<file path="config.mk">
export PLATFORM = sky130hd
export DESIGN_NAME = op_sequencer_flat
export DESIGN_NICKNAME = d
export VERILOG_FILES = /design/src/rtl/op_sequencer_if.sv /design/src/rtl/op_sequencer.sv /design/src/flat_wrapper.sv
export SDC_FILE = /design/constraint.sdc
export NUM_CORES = 2
export LEC_CHECK = 0
export CAP_MARGIN = 40
export CORE_ASPECT_RATIO = 2
export CORE_UTILIZATION = 65
export DETAILED_ROUTE_END_ITERATION = 10
export HOLD_SLACK_MARGIN = 0.15
export PLACE_DENSITY_LB_ADDON = 0.1
export SKIP_LAST_GASP = 1
export SLEW_MARGIN = 40
export SYNTH_ARGS = -nofsm -noshare
export SYNTH_HDL_FRONTEND = slang
export SYNTH_SLANG_ARGS = --single-unit
</file>
<file path="constraint.sdc">
create_clock -name clk -period 12.3 [get_ports clk]
set_clock_uncertainty 0.15 [all_clocks]
set_input_delay 1.845 -clock clk [delete_from_list [all_inputs] [get_ports clk]]
set_output_delay 1.845 -clock clk [all_outputs]
set_load 0.05 [all_outputs]
</file>
<file path="src/rtl/op_sequencer_if.sv">
// rtl/op_sequencer_if.sv - host command/data streams and controller-side buses of op_sequencer
interface op_sequencer_if;
    logic        cmd_valid;
    logic [31:0] cmd_data;
    logic        cmd_ready;
    logic        dat_valid;
    logic [31:0] dat_data;
    logic        dat_ready;
    logic [31:0] operation;
    logic [31:0] in_data;
    logic [31:0] out_data;
    logic [31:0] rd_data;
    logic        rd_valid;

    modport master (
        output cmd_valid, cmd_data, dat_valid, dat_data, out_data,
        input  cmd_ready, dat_ready, operation, in_data, rd_data, rd_valid
    );

    modport slave (
        input  cmd_valid, cmd_data, dat_valid, dat_data, out_data,
        output cmd_ready, dat_ready, operation, in_data, rd_data, rd_valid
    );
endinterface

</file>
<file path="src/rtl/op_sequencer.sv">
// rtl/op_sequencer.sv - command/data buffering sequencer that times controller operations
module op_seq_fifo #(
    parameter int DEPTH = 4,
    parameter int W     = 32
) (
    input  logic                     clk,
    input  logic                     reset,
    input  logic                     push,
    input  logic                     pop,
    input  logic [W-1:0]             wdata,
    output logic [W-1:0]             rdata,
    output logic [$clog2(DEPTH):0]   count,
    output logic                     ready
);
    localparam int AW = $clog2(DEPTH);

    logic [W-1:0] mem [DEPTH];
    logic [AW:0]  wptr;
    logic [AW:0]  rptr;
    logic [AW:0]  count_next;
    logic         full;
    logic         push_ok;
    logic         pop_ok;

    assign count      = wptr - rptr;
    assign full       = (wptr[AW] != rptr[AW]) && (wptr[AW-1:0] == rptr[AW-1:0]);
    assign push_ok    = push && !full;
    assign pop_ok     = pop && (count != '0);
    assign rdata      = mem[rptr[AW-1:0]];
    assign count_next = count + (AW+1)'(push_ok) - (AW+1)'(pop_ok);

    // Pointers wrap through the extra MSB; ready is the registered "not full" of the updated occupancy.
    always_ff @(posedge clk or negedge reset) begin
        if (!reset) begin
            wptr  <= '0;
            rptr  <= '0;
            ready <= 1'b0;
        end else begin
            if (push_ok) wptr <= wptr + (AW+1)'(1);
            if (pop_ok)  rptr <= rptr + (AW+1)'(1);
            ready <= (count_next != (AW+1)'(DEPTH));
        end
    end

    // Storage array; contents need no reset since the pointers define validity.
    always_ff @(posedge clk) begin
        if (push_ok) mem[wptr[AW-1:0]] <= wdata;
    end
endmodule

module op_sequencer #(
    parameter int CMD_DEPTH  = 4,
    parameter int DAT_DEPTH  = 64,
    parameter int PAGE_WORDS = 64,
    parameter int MM_CYCLES  = 80,
    parameter int GAP_CYCLES = 2,
    parameter int READ_LAT   = 1
) (
    input  logic          clk,
    input  logic          reset,
    input  logic          enable,
    op_sequencer_if.slave bus,
    output logic          busy,
    output logic          err
);
    localparam int LEN_MAX = (MM_CYCLES > PAGE_WORDS) ? MM_CYCLES : PAGE_WORDS;
    localparam int CNT_W   = $clog2(LEN_MAX) + 1;
    localparam int CAW     = $clog2(CMD_DEPTH);
    localparam int DAW     = $clog2(DAT_DEPTH);

    localparam logic [CNT_W-1:0] MM_LAST  = CNT_W'(MM_CYCLES - 1);
    localparam logic [CNT_W-1:0] PG_LAST  = CNT_W'(PAGE_WORDS - 1);
    localparam logic [CNT_W-1:0] GAP_LAST = CNT_W'(GAP_CYCLES - 1);

    typedef enum logic [1:0] {S_IDLE, S_RUN, S_GAP} state_t;

    state_t           state_q;
    state_t           state_d;
    logic [31:0]      op_q;
    logic [31:0]      op_d;
    logic [31:0]      in_q;
    logic [31:0]      in_d;
    logic [CNT_W-1:0] cnt_q;
    logic [CNT_W-1:0] cnt_d;
    logic [CNT_W-1:0] gcnt_q;
    logic [CNT_W-1:0] gcnt_d;
    logic             err_q;
    logic             err_d;
    logic [31:0]      rd_data_q;
    logic             rd_valid_q;

    logic [31:0]      cmd_head;
    logic [CAW:0]     cmd_count;
    logic             cmd_rdy;
    logic             cmd_push;
    logic             cmd_pop;
    logic [31:0]      dat_head;
    logic [DAW:0]     dat_count;
    logic             dat_rdy;
    logic             dat_push;
    logic             dat_pop;

    logic [3:0]       head_op;
    logic             cmd_nempty;
    logic             dat_page;
    logic             issue_ok;
    logic             rd_flag;
    logic             rd_tap;

    assign bus.cmd_ready = cmd_rdy && enable;
    assign bus.dat_ready = dat_rdy && enable;
    assign cmd_push      = bus.cmd_valid && bus.cmd_ready;
    assign dat_push      = bus.dat_valid && bus.dat_ready;

    op_seq_fifo #(.DEPTH(CMD_DEPTH), .W(32)) u_cmd_fifo (
        .clk   (clk),
        .reset (reset),
        .push  (cmd_push),
        .pop   (cmd_pop),
        .wdata (bus.cmd_data),
        .rdata (cmd_head),
        .count (cmd_count),
        .ready (cmd_rdy)
    );

    op_seq_fifo #(.DEPTH(DAT_DEPTH), .W(32)) u_dat_fifo (
        .clk   (clk),
        .reset (reset),
        .push  (dat_push),
        .pop   (dat_pop),
        .wdata (bus.dat_data),
        .rdata (dat_head),
        .count (dat_count),
        .ready (dat_rdy)
    );

    assign head_op    = cmd_head[3:0];
    assign cmd_nempty = (cmd_count != '0);
    assign dat_page   = (dat_count >= (DAW+1)'(PAGE_WORDS));
    // A page write only launches once its whole page is buffered, so the data stream never underruns.
    assign issue_ok   = cmd_nempty && ((head_op == 4'd1) || (head_op == 4'd3) ||
                                       ((head_op == 4'd2) && dat_page));

    // State register; an abort by reset returns straight to IDLE.
    always_ff @(posedge clk or negedge reset) begin
        if (!reset) state_q <= S_IDLE;
        else        state_q <= state_d;
    end

    // Next-state: IDLE issues legal commands, RUN lasts LEN cycles, GAP forces opcode-0 spacing.
    always_comb begin
        state_d = state_q;
        if (enable) begin
            case (state_q)
                S_IDLE:  if (issue_ok) state_d = S_RUN;
                S_RUN:   if (cnt_q == '0) state_d = S_GAP;
                S_GAP:   if (gcnt_q == '0) state_d = S_IDLE;
                default: state_d = S_IDLE;
            endcase
        end
    end

    // Output/datapath decode: pops, next operation word, serial write data and counters.
    always_comb begin
        op_d    = op_q;
        in_d    = in_q;
        cnt_d   = cnt_q;
        gcnt_d  = gcnt_q;
        cmd_pop = 1'b0;
        dat_pop = 1'b0;
        err_d   = 1'b0;
        if (enable) begin
            case (state_q)
                S_IDLE: begin
                    if (cmd_nempty) begin
                        case (head_op)
                            4'd0: cmd_pop = 1'b1;
                            4'd1, 4'd3: begin
                                cmd_pop = 1'b1;
                                op_d    = cmd_head;
                                cnt_d   = (head_op == 4'd1) ? MM_LAST : PG_LAST;
                            end
                            4'd2: begin
                                if (dat_page) begin
                                    cmd_pop = 1'b1;
                                    dat_pop = 1'b1;
                                    op_d    = cmd_head;
                                    in_d    = dat_head;
                                    cnt_d   = PG_LAST;
                                end
                            end
                            default: begin
                                cmd_pop = 1'b1;
                                err_d   = 1'b1;
                            end
                        endcase
                    end
                end
                S_RUN: begin
                    if (cnt_q == '0) begin
                        op_d   = '0;
                        in_d   = '0;
                        gcnt_d = GAP_LAST;
                    end else begin
                        cnt_d = cnt_q - CNT_W'(1);
                        // in_data is loaded alongside operation, so word k+1 is fetched on RUN cycle k.
                        if (op_q[3:0] == 4'd2) begin
                            dat_pop = 1'b1;
                            in_d    = dat_head;
                        end
                    end
                end
                S_GAP: begin
                    if (gcnt_q != '0) gcnt_d = gcnt_q - CNT_W'(1);
                end
                default: begin
                    op_d = '0;
                    in_d = '0;
                end
            endcase
        end
    end

    // Controller-facing registers and counters; reset clears operation asynchronously.
    always_ff @(posedge clk or negedge reset) begin
        if (!reset) begin
            op_q   <= '0;
            in_q   <= '0;
            cnt_q  <= '0;
            gcnt_q <= '0;
            err_q  <= 1'b0;
        end else begin
            op_q   <= op_d;
            in_q   <= in_d;
            cnt_q  <= cnt_d;
            gcnt_q <= gcnt_d;
            err_q  <= err_d;
        end
    end

    assign rd_flag = (state_q == S_RUN) && (op_q[3:0] == 4'd3);

    generate
        if (READ_LAT == 1) begin : g_lat1
            assign rd_tap = rd_flag;
        end else begin : g_latn
            logic [READ_LAT-2:0] rd_sh;

            // Delay line aligning the read flag with the controller's out_data latency.
            always_ff @(posedge clk or negedge reset) begin
                if (!reset)      rd_sh <= '0;
                else if (enable) rd_sh <= (rd_sh << 1) | (READ_LAT-1)'(rd_flag);
            end

            assign rd_tap = rd_sh[READ_LAT-2];
        end
    endgenerate

    // Read capture: one beat per delayed flag, no backpressure; rd_valid drops while disabled.
    always_ff @(posedge clk or negedge reset) begin
        if (!reset) begin
            rd_data_q  <= '0;
            rd_valid_q <= 1'b0;
        end else if (!enable) begin
            rd_valid_q <= 1'b0;
        end else begin
            rd_valid_q <= rd_tap;
            if (rd_tap) rd_data_q <= bus.out_data;
        end
    end

    assign bus.operation = op_q;
    assign bus.in_data   = in_q;
    assign bus.rd_data   = rd_data_q;
    assign bus.rd_valid  = rd_valid_q;
    assign err           = err_q;
    assign busy          = (state_q != S_IDLE) || cmd_nempty || (dat_count != '0);
endmodule

</file>
<file path="src/flat_wrapper.sv">
// flat-port wrapper written by rule: the top's interface ports become plain ports
module op_sequencer_flat 
#(
    parameter int CMD_DEPTH  = 4,
    parameter int DAT_DEPTH  = 64,
    parameter int PAGE_WORDS = 64,
    parameter int MM_CYCLES  = 80,
    parameter int GAP_CYCLES = 2,
    parameter int READ_LAT   = 1
)
  (clk, reset, enable, busy, err, bus_cmd_valid, bus_cmd_data, bus_dat_valid, bus_dat_data, bus_out_data, bus_cmd_ready, bus_dat_ready, bus_operation, bus_in_data, bus_rd_data, bus_rd_valid);
  op_sequencer_if bus_i ();
  input  logic clk;
  input  logic reset;
  input  logic enable;
  output logic busy;
  output logic err;
  input wire logic [$bits(bus_i.cmd_valid)-1:0] bus_cmd_valid;
  input wire logic [$bits(bus_i.cmd_data)-1:0] bus_cmd_data;
  input wire logic [$bits(bus_i.dat_valid)-1:0] bus_dat_valid;
  input wire logic [$bits(bus_i.dat_data)-1:0] bus_dat_data;
  input wire logic [$bits(bus_i.out_data)-1:0] bus_out_data;
  output wire logic [$bits(bus_i.cmd_ready)-1:0] bus_cmd_ready;
  output wire logic [$bits(bus_i.dat_ready)-1:0] bus_dat_ready;
  output wire logic [$bits(bus_i.operation)-1:0] bus_operation;
  output wire logic [$bits(bus_i.in_data)-1:0] bus_in_data;
  output wire logic [$bits(bus_i.rd_data)-1:0] bus_rd_data;
  output wire logic [$bits(bus_i.rd_valid)-1:0] bus_rd_valid;
  assign bus_i.cmd_valid = bus_cmd_valid;
  assign bus_i.cmd_data = bus_cmd_data;
  assign bus_i.dat_valid = bus_dat_valid;
  assign bus_i.dat_data = bus_dat_data;
  assign bus_i.out_data = bus_out_data;
  assign bus_cmd_ready = bus_i.cmd_ready;
  assign bus_dat_ready = bus_i.dat_ready;
  assign bus_operation = bus_i.operation;
  assign bus_in_data = bus_i.in_data;
  assign bus_rd_data = bus_i.rd_data;
  assign bus_rd_valid = bus_i.rd_valid;
  op_sequencer #(.CMD_DEPTH(CMD_DEPTH), .DAT_DEPTH(DAT_DEPTH), .PAGE_WORDS(PAGE_WORDS), .MM_CYCLES(MM_CYCLES), .GAP_CYCLES(GAP_CYCLES), .READ_LAT(READ_LAT)) u_core (.clk(clk), .reset(reset), .enable(enable), .bus(bus_i), .busy(busy), .err(err));
endmodule
</file>
== Word level (Yosys, flattened, before mapping) ==
Memory sizes are Yosys's and may differ from the RTL's.
Cells that the tools add are included.

* Memories kept: 2
* RAM bits: 2176
* Logic and storage cells: 135
* Input bits: 101
* Register bits after elaboration: 138
* ROM bits: 0
* Bits in latches: 0
* Output and inout bits: 101

* Eq/ne operators: 24
* Shift operators: 0
* Bitwise gates (word level): 1
* Reduce and logical (&&, ||, !) cells: 37
* Add/subtract/negate cells: 12
* Div/mod/pow operators: 0
* Multipliers: 0
* Multiplexer cells: 44
* Magnitude comparators: 1

{| class="wikitable"
|+ Memory list
! name !! depth !! bits a word !! rd ports !! clocked after Yosys merged registers in !! wr ports !! line !! source
|-
| u_core.u_dat_fifo.mem || 64 || 32 || 1 || 0 || 1 || op_sequencer.sv:17 || <nowiki>logic [W-1:0] mem [DEPTH];</nowiki>
|-
| u_core.u_cmd_fifo.mem || 4 || 32 || 1 || 0 || 1 || op_sequencer.sv:17 ||
|}

{| class="wikitable"
|+ Operators by type and width
! kind !! count
|-
| $mux W32 || 8
|-
| $pmux W32 S3 || 2
|-
| $pmux W32 S2 || 1
|-
| $pmux W8 S2 || 3
|-
| $mux W8 || 5
|-
| $mux W1 || 19
|-
| $reduce_and A6 Y1 || 3
|-
| $eq A4 B2 Y1 const B || 4
|-
| $logic_not A8 Y1 || 2
|-
| $sub A8 B1 Y8 const B || 2
|-
| $add A7 B1 Y7 const B || 2
|-
| $ne A2 B1 Y1 const B || 7
|-
| $logic_and A1 B1 Y1 || 13
|-
| $reduce_and A4 Y1 || 2
|-
| $reduce_bool A8 Y1 || 1
|-
| $add A7 B1 Y7 || 1
|-
| $ge A7 B7 Y1 const B || 1
|-
| $mux W7 || 1
|-
| $ne A7 B7 Y1 const B || 1
|-
| $reduce_bool A7 Y1 || 1
|-
| $sub A7 B1 Y7 || 1
|-
| $sub A7 B7 Y7 || 1
|-
| $add A3 B1 Y3 const B || 2
|-
| $eq A6 B6 Y1 || 1
|-
| other kinds (25) || 35
|}

== Depth between registers and ports, before layout ==
* Depth after elaboration: 10
* Gate-level depth with buffers: 27
* Mapped depth without buffers: 23

== Cells and area by module ==
A second synthesis with hierarchy kept.

* Cell total of the unflattened synthesis: 4150
* Area total of the unflattened synthesis: 89460.8 um^2

{| class="wikitable"
|+ By module, submodules not included
! module !! seq. area each (um^2) !! cells each !! instances !! area an instance (um^2)
|-
| op_seq_fifo at u_core.u_dat_fifo || 61874.3 || 3500 || 1 || 79177.2
|-
| op_seq_fifo at u_core.u_cmd_fifo || 4018.9 || 221 || 1 || 5176.2
|-
| op_sequencer || 2902.8 || 429 || 1 || 5107.4
|}

== Least setup slack after synthesis ==
Ideal clock, no wire load.

* Path kind: input to register
* From: in enable
* To: mem u_core.u_dat_fifo.mem[63][0] (enable)
* Buffers on the path: 2
* Stages: 7
* Setup slack: 6.823 ns
* Required time: 11.729 ns
* Arrival: 4.906 ns
* Library setup time: 0.421 ns
* Cell sequence: clkbuf_1 -> and2_1 -> o211a_1 -> and2_1 -> clkbuf_1 -> nand3_1 -> nor2_1

* Word-level cells in the longest chain between the ends: 5

{| class="wikitable"
|+ Ends and longest elaborated chain
! item !! line !! source
|-
| start: declaration || flat_wrapper.sv:15 || <nowiki>input logic enable;</nowiki>
|-
| $logic_and A1 B1 Y1 || op_sequencer.sv:111 || <nowiki>assign bus.dat_ready = dat_rdy && enable;</nowiki>
|-
| via bus_dat_ready || flat_wrapper.sv:24 || <nowiki>output wire logic [$bits(bus_i.dat_ready)-1:0] bus_dat_ready;</nowiki>
|-
| $logic_and A1 B1 Y1 || op_sequencer.sv:113 || <nowiki>assign dat_push = bus.dat_valid && bus.dat_ready;</nowiki>
|-
| $logic_and A1 B1 Y1 || op_sequencer.sv:27 || <nowiki>assign push_ok = push && !full;</nowiki>
|-
| via u_core.u_dat_fifo.push_ok || op_sequencer.sv:22 || <nowiki>logic push_ok;</nowiki>
|-
| $mux W1 || op_sequencer.sv:47 || <nowiki>if (push_ok) mem[wptr[AW-1:0]] <= wdata;</nowiki>
|-
| $mux W1 (not written as such) || op_sequencer.sv:47 ||
|-
| end: declaration || op_sequencer.sv:17 ||
|}

The timed path passes the listed nets, and every way through them passes these cells.

== Worst setup path in the final report ==
* From: reg u_core.u_dat_fifo.rptr[2]
* To: out busy

* Word-level cells in the longest chain between the ends: 3

{| class="wikitable"
|+ Ends and longest elaborated chain
! item !! line !! source
|-
| start: declaration || op_sequencer.sv:19 || <nowiki>logic [AW:0] rptr;</nowiki>
|-
| start signal: assignment || op_sequencer.sv:40 || <nowiki>if (pop_ok) rptr <= rptr + (AW+1)'(1);</nowiki>
|-
| $sub A7 B7 Y7 || op_sequencer.sv:25 || <nowiki>assign count = wptr - rptr;</nowiki>
|-
| $reduce_bool A7 Y1 || op_sequencer.sv:277 || <nowiki>assign busy = (state_q != S_IDLE) || cmd_nempty || (dat_count != '0);</nowiki>
|-
| $logic_or A1 B1 Y1 || op_sequencer.sv:277 ||
|-
| end: declaration || flat_wrapper.sv:16 || <nowiki>output logic busy;</nowiki>
|}

Every way passes these cells.

==> run_results.csv <==
group,metric,value,unit
run_status,status,"complete, no violations",
synthesis,synth.area.top_cells,"edfxtp_1 (73%), mux4_2 (12%), dfrtp_1 (3.8%), mux2i_1 (2.6%), nand2_1 (0.74%)",
timing,period_share,54.2,%
routing,ant_nets,0,
synthesis,yosysWarnings,0,
clock_tree,clk_pin_slew,0.06,ns
placement,post_dp_cell_area,0.0947,mm2
finish,final_area,0.101,mm2
routing,via_per_inst,7.00,
timing,holdWs,0.348,ns
timing,relSlewSlack,41.4,%
global_route,grt_max_degree,120,
synthesis,ys.flop_type,"edfxtp_1",
pwr,vdd_drop_max,186,uV
die,start_util,65.6,%
die,core_area,0.137,mm2
timing,hold_viol,0,
critical_path,cp-start-kind,"flop",
clock_tree,cts_resized,0,
critical_path,critPathMaxFanout,26,
synthesis,yosysSeqAreaShare,76.6,%
die,die_y,528,um
clock_tree,clk_path_buf_depth,4,
clock_tree,cts_sinks,2314,
synthesis,synth_area_leader_cell,"edfxtp_1",
global_route,grt_pass1_vias,46962,
routing,first_pass_iters,6,
global_route,grt_pass1_wl,327,mm
critical_path,critPathArrivalTime,4.67,ns
die,rows,192,
clock_tree,post_cts_buffers,0,
critical_path,crit_chain,"inv_4, ha_1, o21a_1, o21ai_0, a211o_1, o311a_1, ha_1, nand4_1, or3_1, clkdlybuf4s50_1",
critical_path,slowest_delay,0.72,ns
global_route,grt_usage,33.4,%
pwr,p_leak,32.6,nW
critical_path,cpMostUsedCell,"ha_1",
clock_tree,cts.htree.levels,4,
finish,final_cell_mix,"edfxtp_1 (2,176), mux4_2 (476), mux2i_1 (236)",
timing,setup-violations-final,0,
flow_run,cap_violations,0,
routing,totalWireLength,229,mm
clock_tree,cts_inserted_buffers,192,
timing,fmax,150,MHz
finish,seq_area,0.0688,mm2
global_route,antenna_found_initial,6,
die,die_w,265,um
synthesis,synth_top_area_share,72.8,%
critical_path,crit_type,"reg -> out",
critical_path,rr_worst_depth,22,
timing,worst_slew_pin_slew,0.880,ns
placement,place_hpwl,140,mm
timing,drv_slew,0,
placement,port_buffers,201,
timing,min_period,6.66,ns
finish,layout_commonest_cell,"edfxtp_1",
routing,wl_per_cell,35.0,um
die,dieArea,0.140,mm2
finish,areaGrowthSynthToFinish,12.4,%
pwr,power.density,202,mW/mm2
synthesis,synth_area_per_cell,20.7,um2
die,io_pins,202,
synthesis,async_flop_share,5.96,%
hold_path,hp-class,"reg -> reg",
placement,gp_congestion,0.891,
hold_path,min_path_cells,1,
routing,route.vias.total,45858,
routing,drc,0,
finish,drive_gt1_share,22.7,%
synthesis,syn_inst,4335,
timing,rsz0062_at_grt,"false",
finish,fill_cells,7814,
finish,multiInputGateArea,0.0200,mm2
synthesis,synth_edf_count,2176,
synthesis,syn_area,0.0898,mm2
timing,tns,0,ns
synthesis,ys_ff_latch,2314,
critical_path,slowest_stage,"clkdlybuf4s50_1",
clock_tree,cts_tree,"done",
synthesis,synth_nets,4472,
routing,drt-initial-drc-count,5035,
critical_path,crit_path_end_kind,"output port",
critical_path,required,10.30,ns
global_route,grt-ovfl-total,0,
clock_tree,clkLatencyLatePin,0.83,ns
synthesis,yosysUniqueCellTypes,73,
finish,final_nets,4791,
clock_tree,postCtsHoldBufs,0,
clock_tree,root_buffer,"clkbuf_16",
==> registers in the layout, indices dropped and copies added (netlist names) <==
signal / flops
u_core.bus.in_data: 32
u_core.bus.operation: 32
u_core.bus.rd_data: 32
u_core.bus.rd_valid: 1
u_core.cnt_q: 8
u_core.err: 1
u_core.gcnt_q: 8
u_core.state_q: 2
u_core.u_cmd_fifo.mem: 128
u_core.u_cmd_fifo.ready: 1
u_core.u_cmd_fifo.rptr: 3
u_core.u_cmd_fifo.wptr: 3
u_core.u_dat_fifo.mem: 2048
u_core.u_dat_fifo.ready: 1
u_core.u_dat_fifo.rptr: 7
u_core.u_dat_fifo.wptr: 7
==> synthesized netlist by cell type, drive strengths merged, types with 18 or more instances <==
| cell | count |
|---|---|
| edfxtp | 2176 |
| mux4 | 476 |
| mux2i | 236 |
| nand2 | 177 |
| buf | 140 |
| dfrtp | 138 |
| nor2 | 115 |
| clkbuf | 103 |
| nand3 | 91 |
| o21ai | 88 |
| a21oi | 76 |
| a22oi | 58 |
| inv | 41 |
| mux2 | 35 |
| nand4 | 35 |
| a221oi | 32 |
| ha | 32 |
| o22ai | 27 |
| a31oi | 25 |
| a22o | 24 |
| o221ai | 18 |
| xnor2 | 18 |
==> power breakdown <==
| group | internal (mW) | total, mW | switching [mW] | leakage [nW] |
|---|---|---|---|---|
| sequential | 8.93 | 9.19 | 0.259 | 21.4 |
| clock | 3.33 | 6.02 | 2.69 | 2.97 |
| combinational | 2.10 | 5.24 | 3.14 | 8.33 |
| total | 14.4 | 20.4 | 6.09 | 32.6 |
==> kinds of logic (layout without fill, tap and decap cells) <==
| group | count (synthesis) | count (layout) | synth area share, % |
|---|---|---|---|
| AOI/OAI and AO/OA | 448 | 448 | 3.44 |
| xor gates and xnor gates | 28 | 28 | 0.288 |
| adders and majority gates | 36 | 36 | 0.535 |
| buffers and inverters | 286 | 756 | 1.74 |
| DFF | 2314 | 2314 | 76.6 |
| muxes | 747 | 747 | 15.0 |
| other | 0 | 1 | 0 |
| and+or+nand+nor | 476 | 476 | 2.39 |
==> critical path, delay by kind of cell (launching register included) <==
kind / cells / cell delay [ns]
adders and majority gates: 2 / 0.56
buffers and inverters: 2 / 1.21
DFF: 1 / 0.69
AOI/OAI and AO/OA: 4 / 0.74
and+or+nand+nor: 2 / 0.59
==> final cells by class <==
cell class	instances	share of cell area, %
Inverter	43	0.165
Timing Repair Buffer	368	3.63
Multi-Input combinational cell	1735	19.9
Antenna cell	1	0.00248
Clock buffer	262	5.24
Tap cell	1746	2.16
Sequential cell	2314	68.1
Clock inverter	83	0.812
==> routing by layer <==
layer  vias to the layer above  wire (um)  GRT usage, %
met2                      2713     121000          58.5
met5                         -         61             0
met3                       646      19400          5.26
met4                         8      13800          17.2
met1                     23948      75300          40.0
li1                      18543          -             -
==> stage by stage <==
| stage | setup WS [ns] | util, % | instances | total power [mW] |
|---|---|---|---|---|
| 2_1_floorplan | 6.82 | - | 4335 | 12.9 |
| 3_3_place_gp | 6.18 | 68.7 | 6167 | 14.4 |
| 3_5_place_dp | 6.54 | 69.2 | 6199 | 14.5 |
| 4_1_cts | 5.66 | 73.6 | 6544 | 20.5 |
| 5_1_grt | 5.48 | 73.7 | 6552 | 21.0 |
| 6_report | 5.64 | 73.7 | 6552 | 20.4 |
==> final timing paths <==
kind,startpoint,to,slack [ns]
max in group asynchronous,reset,u_core.u_dat_fifo.rptr[1],9.32
max,u_core.u_dat_fifo.rptr[2],busy,5.64
min in group asynchronous,reset,u_core.bus.rd_data[20],0.85
min,u_core.u_dat_fifo.wptr[6],u_core.u_dat_fifo.wptr[6],0.35
max reg2reg,u_core.u_dat_fifo.rptr[2],u_core.u_dat_fifo.ready,6.54
min reg2reg,u_core.u_dat_fifo.wptr[6],u_core.u_dat_fifo.wptr[6],0.35
Note: power is estimated with default switching activity, not from simulation.
